`src/rtl/fetch_sequencer.sv`:
```
// Instruction fetch sequencer: drives the program ROM address and hands instructions to the decoder.
// Define FETCH_PREFETCH_EN to insert a 2-entry prefetch FIFO in front of instr_out.
module fetch_sequencer #(
  parameter logic [11:0] RESET_PC = 12'h000
) (
  input  logic        clk,
  input  logic        rst_n,
  output logic [11:0] code_address,
  input  logic [15:0] instruction,
  output logic [15:0] instr_out,
  output logic [11:0] instr_pc,
  output logic        instr_valid,
  input  logic        instr_ready,
  input  logic        jump_valid,
  input  logic [11:0] jump_addr,
  input  logic        halt,
  output logic        halted
);

  typedef enum logic [1:0] {RUN = 2'd0, STALL = 2'd1, HALT = 2'd2} state_t;

  state_t      state_q, state_d;
  logic [11:0] pc_q, pc_d;
  logic        can_push;
  logic        fetch;
  logic        flush;
  logic        pop;
  logic        slot_valid;

  // Jump outranks halt and the handshake; halt outranks new fetches.
  always_comb begin
    state_d = state_q;
    pc_d    = pc_q;
    fetch   = 1'b0;
    flush   = 1'b0;
    if (jump_valid) begin
      pc_d    = jump_addr;
      flush   = 1'b1;
      state_d = halt ? HALT : RUN;
    end else if (halt) begin
      state_d = HALT;
    end else if (can_push) begin
      fetch   = 1'b1;
      pc_d    = pc_q + 12'd1;
      state_d = RUN;
    end else begin
      state_d = STALL;
    end
  end

  assign pop          = slot_valid & instr_ready & ~jump_valid;
  assign code_address = pc_q;
  assign halted       = (state_q == HALT) & ~slot_valid;

  always_ff @(posedge clk or negedge rst_n) begin
    if (!rst_n) begin
      state_q <= RUN;
      pc_q    <= RESET_PC;
    end else begin
      state_q <= state_d;
      pc_q    <= pc_d;
    end
  end

`ifdef FETCH_PREFETCH_EN
  logic [1:0]  count_q, count_d, cnt_a;
  logic [15:0] e0_instr_q, e0_instr_d, e1_instr_q, e1_instr_d;
  logic [11:0] e0_pc_q, e0_pc_d, e1_pc_q, e1_pc_d;

  assign slot_valid = (count_q != 2'd0);
  assign can_push   = (count_q != 2'd2) | instr_ready;

  // Pop shifts entry 1 forward, then the new fetch lands in the first free entry.
  always_comb begin
    cnt_a      = count_q - {1'b0, pop};
    e0_instr_d = pop ? e1_instr_q : e0_instr_q;
    e0_pc_d    = pop ? e1_pc_q : e0_pc_q;
    e1_instr_d = e1_instr_q;
    e1_pc_d    = e1_pc_q;
    count_d    = cnt_a + {1'b0, fetch};
    if (flush) begin
      count_d = 2'd0;
    end else if (fetch) begin
      if (cnt_a == 2'd0) begin
        e0_instr_d = instruction;
        e0_pc_d    = pc_q;
      end else begin
        e1_instr_d = instruction;
        e1_pc_d    = pc_q;
      end
    end
  end

  always_ff @(posedge clk or negedge rst_n) begin
    if (!rst_n) begin
      count_q    <= 2'd0;
      e0_instr_q <= 16'h0000;
      e0_pc_q    <= 12'h000;
      e1_instr_q <= 16'h0000;
      e1_pc_q    <= 12'h000;
    end else begin
      count_q    <= count_d;
      e0_instr_q <= e0_instr_d;
      e0_pc_q    <= e0_pc_d;
      e1_instr_q <= e1_instr_d;
      e1_pc_q    <= e1_pc_d;
    end
  end

  assign instr_out   = e0_instr_q;
  assign instr_pc    = e0_pc_q;
  assign instr_valid = slot_valid;
`else
  logic [15:0] instr_out_q, instr_out_d;
  logic [11:0] instr_pc_q, instr_pc_d;
  logic        instr_valid_q, instr_valid_d;

  assign slot_valid = instr_valid_q;
  assign can_push   = ~instr_valid_q | instr_ready;

  always_comb begin
    instr_out_d   = instr_out_q;
    instr_pc_d    = instr_pc_q;
    instr_valid_d = instr_valid_q;
    if (flush) begin
      instr_valid_d = 1'b0;
    end else if (fetch) begin
      instr_out_d   = instruction;
      instr_pc_d    = pc_q;
      instr_valid_d = 1'b1;
    end else if (pop) begin
      instr_valid_d = 1'b0;
    end
  end

  always_ff @(posedge clk or negedge rst_n) begin
    if (!rst_n) begin
      instr_out_q   <= 16'h0000;
      instr_pc_q    <= 12'h000;
      instr_valid_q <= 1'b0;
    end else begin
      instr_out_q   <= instr_out_d;
      instr_pc_q    <= instr_pc_d;
      instr_valid_q <= instr_valid_d;
    end
  end

  assign instr_out   = instr_out_q;
  assign instr_pc    = instr_pc_q;
  assign instr_valid = instr_valid_q;
`endif

endmodule

```
`config.mk`:
```
export PLATFORM = sky130hd
export DESIGN_NAME = fetch_sequencer
export DESIGN_NICKNAME = d
export VERILOG_FILES = /design/src/rtl/fetch_sequencer.sv
export SDC_FILE = /design/constraint.sdc
export NUM_CORES = 1
export LEC_CHECK = 0
export ABC_AREA = 1
export BUFFER_PORTS_ARGS = -buffer_cell sky130_fd_sc_hd__buf_2
export CAP_MARGIN = 20
export CORE_MARGIN = 3
export CORE_UTILIZATION = 55
export CTS_BUF_LIST = sky130_fd_sc_hd__clkbuf_8
export DETAILED_ROUTE_END_ITERATION = 10
export PLACE_DENSITY_LB_ADDON = 0.2
export SLEW_MARGIN = 15
export SYNTH_ARGS = -nofsm -noshare
export SYNTH_HDL_FRONTEND = slang
export SYNTH_SLANG_ARGS = --single-unit
```
`constraint.sdc`:
```
create_clock -name clk -period 3.15 [get_ports clk]
set_clock_uncertainty 0.05 [all_clocks]
set_input_delay 0.315 -clock clk [delete_from_list [all_inputs] [get_ports clk]]
set_output_delay 0.315 -clock clk [all_outputs]
set_load 0.005 [all_outputs]
```
==> metrics.yaml <==
status: "finished, final reports clean"
gp_congestion: 0.9065
p_clk_share_pct: 31.3
fin_setup_tns_ns: 0
setup_violations: 0
core_area_um2: 3442
ys_seq_area_share_pct: 52.76
worstPathArrival_ns: 2.25
r2r_setup_slack_ns: 1.04
post-route-period-util_pct: 66.92
final_area_um2: 2502
min_period_ns: 2.108
synth.net_count: 290
initial_core_util_pct: 59.25
multiInputGateArea_um2: 773.2
cp-start-kind: "flip-flop"
syn_avg_cell_area_um2: 7.967
cts_resized: 0
totalWireLength_um: 4586
antenna_cells: 0
postSynthCellCount: 256
antenna_found_initial: 0
htree_levels: 2
grtUsageTotal_pct: 21.75
worstPathRequired_ns: 3.29
clockRootBuffer: "clkbuf_8"
ys_warn_count: 0
ys_seq_elements: 43
clk_pin_slew_ns: 0.09
synth_cell_types: 24
worstSetupPathType: "flip-flop to flip-flop"
grt_pass1_vias: 1630
syn_area_um2: 2039
clockBufferDepth: 2
fill_cells: 285
r2r_start: "instr_valid"
clkSinkCount: 43
worst_slew_pin_slew_ns: 0.9413
p_per_area_nw_per_um2: 550.9
drt-pass1-iter-count: 4
cp-endpoint: "instr_pc[0]"
leakage_nw: 1.424
port_buffers: 74
layout.nets: 362
r2r-end: "instr_pc[0]"
cts_tree: "done"
die_area_um2: 4475
overflow: 0
fin_hold_ws_ns: 0.1072
cts_buffers: 5
grt_pass1_wl_um: 7410
die_width_um: 66.90
rsz0062_at_grt: "false"
drc: 0
p_sw_w: 0.0003964
vias: 1856
crit_fanout: 47
place_area_um2: 2390
max-vdd-ir-drop_v: 0.0003782
syn_to_final_growth_pct: 22.70
hp-class: "primary input to async pin"
drive_above_1_share_pct: 27.66
fp.dieH_um: 66.90
grt_max_degree: 48
regArea_um2: 1076
cp-end-kind: "flip-flop"
startpoint: "instr_valid"
routedWlPerCell_um: 12.23
max-slew-margin-rel_pct: 37.25
io_pins: 75
cts_setup_buffers: 0
slew_viol_final: 0
via_per_inst: 4.949
seq_power_share_pct: 49.7
ant_nets: 0
dp_hpwl_um: 3290
postCtsHoldBufs: 0
p_sw_share_pct: 28.75
fmax_mhz: 474.4
r2r_cells: 5
insertion_delay_ns: 0.30
p_int_w: 0.0009822
hold_viol_final: 0
combPwrFrac_pct: 19.1
drv_cap: 0
drt_iter0_drc: 174
placementRows: 21
## critical path, stage by stage, from the launching register on
cell,delay [ns]
dfrtp_1,0.41
nand2_2,0.13
nand3_4,0.39
inv_1,0.71
nand2_1,0.16
o21a_1,0.14
## sequential cells by signal, summed over array words and instances (netlist names)
name and count:
state_q 2, instr_valid 1, instr_pc 12, code_address 12, instr_out 16
## layout by cell type (no fill, tap or decap), drive strengths merged
cell type	n
a21oi	2
buf	74
bufinv	1
clkbuf	5
clkinv	2
dfrtp	43
ha	1
inv	28
nand2	109
nand3	21
nor2	21
nor3	1
nor3b	1
o211ai	3
o21a	1
o21ai	14
or2	1
xnor2	1
## routing by layer
layer / up-vias / track usage [%] / wire (µm)
met3: 5 / 5.902 / 270
met4: 0 / 4.557 / 35
met5: - / 0 / 0
li1: 932 / - / -
met1: 866 / 29.34 / 2080
met2: 53 / 35.02 / 2200
## final cells by class
cell class                      instances  area share, %
Sequential cell                        43          43.00
Multi-Input combinational cell        176          30.90
Timing Repair Buffer                   74          14.80
Inverter                               28          4.500
Clock buffer                            5          2.750
Tap cell                               46          2.300
Clock inverter                          3          1.750
## synth_stat cells, drive strengths merged
master,number,share of area [%]
o211ai,3,1.3
a21oi,2,0.49
inv,28,5.5
nor2,21,4.4
o21ai,14,3.4
dfrtp,43,53
or2,1,0.31
xnor2,1,0.43
nor3b,1,0.37
nor3,1,0.25
nand3,21,5.8
nand2,109,20
clkbuf,1,0.18
buf,8,3.6
ha,1,0.61
o21a,1,0.37
## worst min path at each step
stage / end / from / slack (ns)
2_1_floorplan: code_address[0] / rst_n / -0.03
3_3_place_gp: instr_out[10] / instr_out[10] / 0.41
3_5_place_dp: instr_out[6] / instr_out[6] / 0.41
4_1_cts: state_q[1] / halt / 0.11
5_1_grt: state_q[1] / halt / 0.12
6_report: instr_out[8] / rst_n / 0.11
## logic make-up after synthesis
logic type,after synthesis,share of synthesized area (%)
simple gates,154,31.23
fa+ha+maj,1,0.6134
flops,43,52.76
buf+inv,37,9.325
compound gates,20,5.644
xor+xnor,1,0.4295
## per-stage QoR
step	worst slack [ns]	power (W)	instances	util, %
final	1.042	0.001379	375	72.70
after global routing	0.8002	0.001460	375	72.70
after CTS	1.046	0.001390	375	72.70
after detailed placement	0.9186	0.0009608	367	69.43
after global placement	0.9395	0.0009527	367	69.43
after floorplan	1.955	0.0008281	256	-
## power groups by stage
stage / Sequential, W / Clock (W) / Combinational [W]
global placement: 0.000694 / 0 / 0.000259
floorplan: 0.000696 / 0 / 0.000132
global route: 0.000697 / 0.000458 / 0.000305
CTS: 0.000685 / 0.000437 / 0.000268
finish: 0.000685 / 0.000431 / 0.000263
detailed placement: 0.000696 / 0 / 0.000265
Note: power is estimated with default switching activity, not from simulation.
